===== src/rtl/decode_stage_v2.sv =====
// Registered RV32I/M decode stage: valid/ready on both sides, multi-cycle MUL/DIV stall, flush.
// Optional macro DECODE_ILLEGAL_TRAP_EN enables the registered illegal-opcode flag.
module decode_stage_v2 #(
    parameter int MUL_CYCLES = 2,
    parameter int DIV_CYCLES = 16,
    parameter int M_EXT      = 1
) (
    input  logic        clk,
    input  logic        reset,
    input  logic        flush,
    input  logic        in_valid,
    output logic        in_ready,
    input  logic [31:0] instr,
    output logic        out_valid,
    input  logic        out_ready,
    output logic        RegWrite,
    output logic [2:0]  ImmSrc,
    output logic        ALUSrc,
    output logic        ALUOp,
    output logic        ALUAdd,
    output logic        StoreOp,
    output logic        LoadOp,
    output logic        ResultSrc,
    output logic [1:0]  PCtoRd,
    output logic [1:0]  PCSrc,
    output logic        Branch,
    output logic        md_op,
    output logic        md_busy,
    output logic        illegal
);

    localparam int MAX_LAT = (MUL_CYCLES > DIV_CYCLES) ? MUL_CYCLES : DIV_CYCLES;
    localparam int CW      = $clog2(MAX_LAT) + 1;
    localparam logic [CW-1:0] MUL_LOAD = CW'(MUL_CYCLES - 1);
    localparam logic [CW-1:0] DIV_LOAD = CW'(DIV_CYCLES - 1);

    typedef enum logic [1:0] {IDLE, HOLD, MD_WAIT} state_t;

    state_t        state, state_next;
    logic [CW-1:0] cnt, cnt_next;
    logic [14:0]   ctrl_q, ctrl_dec;
    logic          md_op_q, md_dec, md_div_dec;
    logic          accept;
    logic [6:0]    opcode;
    logic [2:0]    funct3;
    logic          m_funct7;
    logic          unused_bits;

    assign opcode      = instr[6:0];
    assign funct3      = instr[14:12];
    assign m_funct7    = (instr[31:25] == 7'b0000001);
    assign unused_bits = ^{instr[24:15], instr[11:7]};

    always_comb begin
        ctrl_dec   = 15'b0;
        md_dec     = 1'b0;
        md_div_dec = funct3[2];
        case (opcode)
            7'b0110011: begin
                ctrl_dec = 15'b100000000000000;
                md_dec   = m_funct7 && (M_EXT != 0);
            end
            7'b0010011: begin
                if (funct3 == 3'b001 || funct3 == 3'b101)
                    ctrl_dec = 15'b110110000000000;
                else
                    ctrl_dec = 15'b100011000000000;
            end
            7'b0100011: ctrl_dec = 15'b000110110000000;
            7'b0000011: ctrl_dec = 15'b100010101100000;
            7'b1100011: ctrl_dec = 15'b001000000000011;
            7'b1100111: ctrl_dec = 15'b100010100001100;
            7'b1101111: ctrl_dec = 15'b110000000001010;
            7'b0110111: ctrl_dec = 15'b101100000010000;
            7'b0010111: ctrl_dec = 15'b101100000011000;
            default:    ctrl_dec = 15'b0;
        endcase
    end

    assign in_ready = !flush && (state != MD_WAIT) && ((state == IDLE) || out_ready);
    assign accept   = in_valid && in_ready;

    // The last MD_WAIT cycle (cnt==0) already presents the bundle so MD latency is exactly LAT.
    assign out_valid = (state == HOLD) || ((state == MD_WAIT) && (cnt == '0));
    assign md_busy   = (state == MD_WAIT);

    always_comb begin
        state_next = state;
        cnt_next   = cnt;
        case (state)
            IDLE: begin
                if (accept) begin
                    state_next = md_dec ? MD_WAIT : HOLD;
                    cnt_next   = md_dec ? (md_div_dec ? DIV_LOAD : MUL_LOAD) : '0;
                end
            end
            HOLD: begin
                if (out_ready) begin
                    if (accept) begin
                        state_next = md_dec ? MD_WAIT : HOLD;
                        cnt_next   = md_dec ? (md_div_dec ? DIV_LOAD : MUL_LOAD) : '0;
                    end else begin
                        state_next = IDLE;
                    end
                end
            end
            MD_WAIT: begin
                if (cnt == '0)
                    state_next = out_ready ? IDLE : HOLD;
                else
                    cnt_next = cnt - 1'b1;
            end
            default: begin
                state_next = IDLE;
                cnt_next   = '0;
            end
        endcase
        if (flush) begin
            state_next = IDLE;
            cnt_next   = '0;
        end
    end

    always_ff @(posedge clk) begin
        if (reset) begin
            state   <= IDLE;
            cnt     <= '0;
            ctrl_q  <= '0;
            md_op_q <= 1'b0;
        end else begin
            state <= state_next;
            cnt   <= cnt_next;
            if (accept) begin
                ctrl_q  <= ctrl_dec;
                md_op_q <= md_dec;
            end
        end
    end

    assign {RegWrite, ImmSrc, ALUSrc, ALUOp, ALUAdd, StoreOp, LoadOp, ResultSrc,
            PCtoRd, PCSrc, Branch} = ctrl_q;
    assign md_op = md_op_q;

`ifdef DECODE_ILLEGAL_TRAP_EN
    logic known_op, illegal_dec, illegal_q;

    always_comb begin
        case (opcode)
            7'b0110011, 7'b0010011, 7'b0100011, 7'b0000011, 7'b1100011,
            7'b1100111, 7'b1101111, 7'b0110111, 7'b0010111: known_op = 1'b1;
            default:                                        known_op = 1'b0;
        endcase
        illegal_dec = !known_op || ((opcode == 7'b0110011) && m_funct7 && (M_EXT == 0));
    end

    always_ff @(posedge clk) begin
        if (reset || flush)
            illegal_q <= 1'b0;
        else if (accept)
            illegal_q <= illegal_dec;
    end

    assign illegal = illegal_q;
`else
    assign illegal = 1'b0;
`endif

endmodule


===== config.mk =====
export PLATFORM = sky130hd
export DESIGN_NAME = decode_stage_v2
export DESIGN_NICKNAME = d
export VERILOG_FILES = /design/src/rtl/decode_stage_v2.sv
export SDC_FILE = /design/constraint.sdc
export NUM_CORES = 1
export LEC_CHECK = 0
export BUFFER_PORTS_ARGS = -buffer_cell sky130_fd_sc_hd__buf_2
export CELL_PAD_IN_SITES_DETAIL_PLACEMENT = 0
export CELL_PAD_IN_SITES_GLOBAL_PLACEMENT = 1
export CORE_MARGIN = 10
export CORE_UTILIZATION = 30
export DETAILED_ROUTE_END_ITERATION = 10
export GPL_ROUTABILITY_DRIVEN = 1
export PLACE_DENSITY = 0.76
export REMOVE_ABC_BUFFERS = 1
export SKIP_LAST_GASP = 1
export SYNTH_ARGS = -nofsm -noshare
export SYNTH_HDL_FRONTEND = slang
export SYNTH_SLANG_ARGS = --single-unit

===== constraint.sdc =====
create_clock -name clk -period 2.5 [get_ports clk]
set_clock_uncertainty 0.2 [all_clocks]
set_input_delay 0.375 -clock clk [delete_from_list [all_inputs] [get_ports clk]]
set_output_delay 0.375 -clock clk [all_outputs]
set_load 0.03 [all_outputs]

==> flow_metrics.py <==
metrics = {
    "logic_synthesis": {
        "seq_area_frac_synth_pct": 34.6,
        "synth_cells": 148,
        "synth_cell_types": 47,
        "syn_area_um2": 1270,
        "synth_top_flop_cell": "dfxtp_1",
        "synth_seq_cells": 22,
        "yosysWarnings": 0,
        "async_flop_share_pct": 0,
        "syn_avg_cell_area_um2": 8.60,
        "synth_edf_count": 0,
    },
    "place": {
        "globalplace.congestion": 0.811,
        "hpwl_mm": 2.77,
        "numPortBuffers": 40,
        "place_ws_ns": 0.490,
        "placed_area_um2": 1510,
        "dp_cells": 234,
    },
    "die": {
        "die_area_um2": 7250,
        "fp.dieH_um": 85.1,
        "die_w_um": 85.1,
        "ios": 57,
        "fp-row-count": 23,
        "start_util_pct": 31.4,
        "core_um2": 4060,
    },
    "hold_path": {
        "whs_path_depth": 4,
        "holdCritStartpoint": "out_ready",
        "hold_path_class": "primary input to register",
        "min_to": "state[0]",
    },
    "grt": {
        "grt_pass1_vias": 1211,
        "gr-usage-met1_pct": 11.5,
        "grt_first_pass_wirelength_mm": 5.78,
        "top_usage_layer": "met2",
        "grt_max_degree": 15,
        "grt_antenna_before_repair": 0,
        "globalRouteMet2Util_pct": 14.3,
        "track_usage_pct": 9.22,
        "use_met3_pct": 2.96,
        "overflow": 0,
    },
    "setup_path": {
        "crit_type": "register to output pin",
        "crit_path_start_kind": "register",
        "end_kind": "output pin",
        "timing.rr.start": "cnt[0]",
        "r2r_cells": 6,
        "cpPeakStageDelay_ns": 0.34,
        "path_cells": "inv_1 > ha_1 > nor4b_2 > nand2_1 > o21ai_0 > buf_2",
        "r2r-end": "cnt[3]",
        "cp.required_ns": 1.92,
        "crit_path_top_delay_cell": "nor4b_2",
        "arrival_ns": 1.68,
        "crit_fanout": 4,
        "r2r_slack_ns": 0.57,
    },
    "final_layout": {
        "nets": 227,
        "design_area_um2": 1560,
        "layout.cells.non_filler": 238,
        "antennaDiodeCount": 0,
        "post-route-util_pct": 38.5,
        "area_growth_pct": 22.6,
        "drive_above_1_share_pct": 28.7,
    },
    "route": {
        "antenna_left": 0,
        "wl_mm": 3.44,
        "wl_per_cell_um": 14.4,
        "vias": 1214,
        "viasPerCell": 5.10,
        "drc": 0,
        "drt-initial-drc-count": 114,
        "first_pass_iters": 4,
    },
    "sta": {
        "min_period_over_period_pct": 90.1,
        "fin_hold_ws_ns": 0.234,
        "fin_crit_ns": 2.25,
        "fin_setup_tns_ns": 0,
        "slew_viol_final": 0,
        "hold_viol_final": 0,
        "rsz0062_at_grt": "no",
        "max_freq_mhz": 444,
        "setup_ws_ns": 0.247,
        "slew-limit-headroom_pct": 62.9,
        "worst_pin_slew_ns": 0.554,
        "finalSetupViolCount": 0,
    },
    "clock_tree": {
        "cts_tree": "built",
        "clock_latency_ns": 0.25,
        "cts_root_buf": "clkbuf_8",
        "cts_resized": 0,
        "numCtsBuffers": 3,
        "cts.sinks": 22,
        "cts_setup_buffers": 0,
        "ctsLongestPathBuffers": 2,
        "clkSlewWorstSetupHoldPaths_ns": 0.07,
        "ctsHoldBuffers": 0,
        "h-tree-depth": 1,
    },
    "run": {
        "drv_cap": 0,
    },
    "power_and_ir_drop": {
        "cellLeakagePower_nw": 0.686,
        "power_mw": 0.703,
        "ir_drop_uv": 174,
        "power_density_nw_per_um2": 450,
    },
    "outcome": {
        "status": "complete, no violations",
    },
}
## worst max-delay path: cells and delay by family (launching register included)
family,cells,cell delay [ns]
compound gates,1,0.10
simple gates,2,0.51
buf+inv,2,0.29
fa+ha+maj,1,0.18
flops,1,0.33
## per-layer routing
layer	wire length (um)	part of all wire (%)
met5	0	0
met1	1660	48
met4	44	1.3
met2	1510	44
met3	230	6.7
## how the worst max path moves through the flow
stage | slack [ns] | endpoint | from | depth (start not counted)
after detailed placement | 0.49 | md_op | instr[5] | 5
after CTS | 0.24 | out_valid | cnt[0] | 6
after global placement | 0.52 | out_valid | cnt[0] | 6
after global routing | 0.05 | out_valid | cnt[0] | 6
final | 0.25 | out_valid | cnt[0] | 6
after floorplan | 0.36 | in_ready | state[1] | 3
## cell type report
cell class	count	area (um^2)
multi-input combinational	114	764
fill	440	2500
timing repair buffer	42	215
tap	50	62.6
inverter	6	22.5
sequential	22	440
clock buffer	4	55.1
## layout by cell type (no fill, tap or decap), drive strengths merged, types with 2 or more instances in the layout
cell type   n
buf        42
dfxtp      22
nand2      14
o21ai      10
nor3        9
a21oi       8
nor2        8
a32o        6
inv         6
nand2b      5
nand3       5
nor2b       4
a22o        4
clkbuf      4
and2b       3
and3        3
o21a        3
or3         3
nor4b       3
and2        2
nand4       2
nor4        2
o211a       2
## cell usage after synthesis (3+ instances only)
cell type | instances | area [um^2]
a32o_1 | 6 | 60.1
dfxtp_1 | 22 | 440
inv_1 | 5 | 18.8
and2b_1 | 3 | 22.5
o21a_1 | 3 | 22.5
nor2b_1 | 4 | 25.0
nand2b_1 | 5 | 31.3
a22o_1 | 4 | 35.0
nand3_1 | 4 | 20.0
o21ai_0 | 10 | 50.1
a21oi_1 | 8 | 40.0
nand2_1 | 14 | 52.6
and3_1 | 3 | 18.8
nor3_1 | 8 | 40.0
nor2_1 | 8 | 30.0
## flip-flops by register name, indices dropped and copies added (netlist names)
name,cells
cnt,5
ctrl_q,14
md_op,1
state,2
## logic make-up after synthesis
group / share of synthesized area, %
DFF: 34.6
xor gates and xnor gates: 0.688
AOI/OAI and AO/OA: 23.0
and+or+nand+nor: 34.3
adders and majority gates: 0.983
muxes: 0.787
buffers and inverters: 5.31
other: 0.295
## report_power, final
group	internal [mW]	leakage, nW	total [mW]	switching, mW
combinational	0.0369	0.480	0.0960	0.0592
clock	0.140	0.0288	0.251	0.111
sequential	0.353	0.178	0.355	0.00200
total	0.530	0.686	0.703	0.172
No activity file was read; power rests on OpenSTA's default activity.
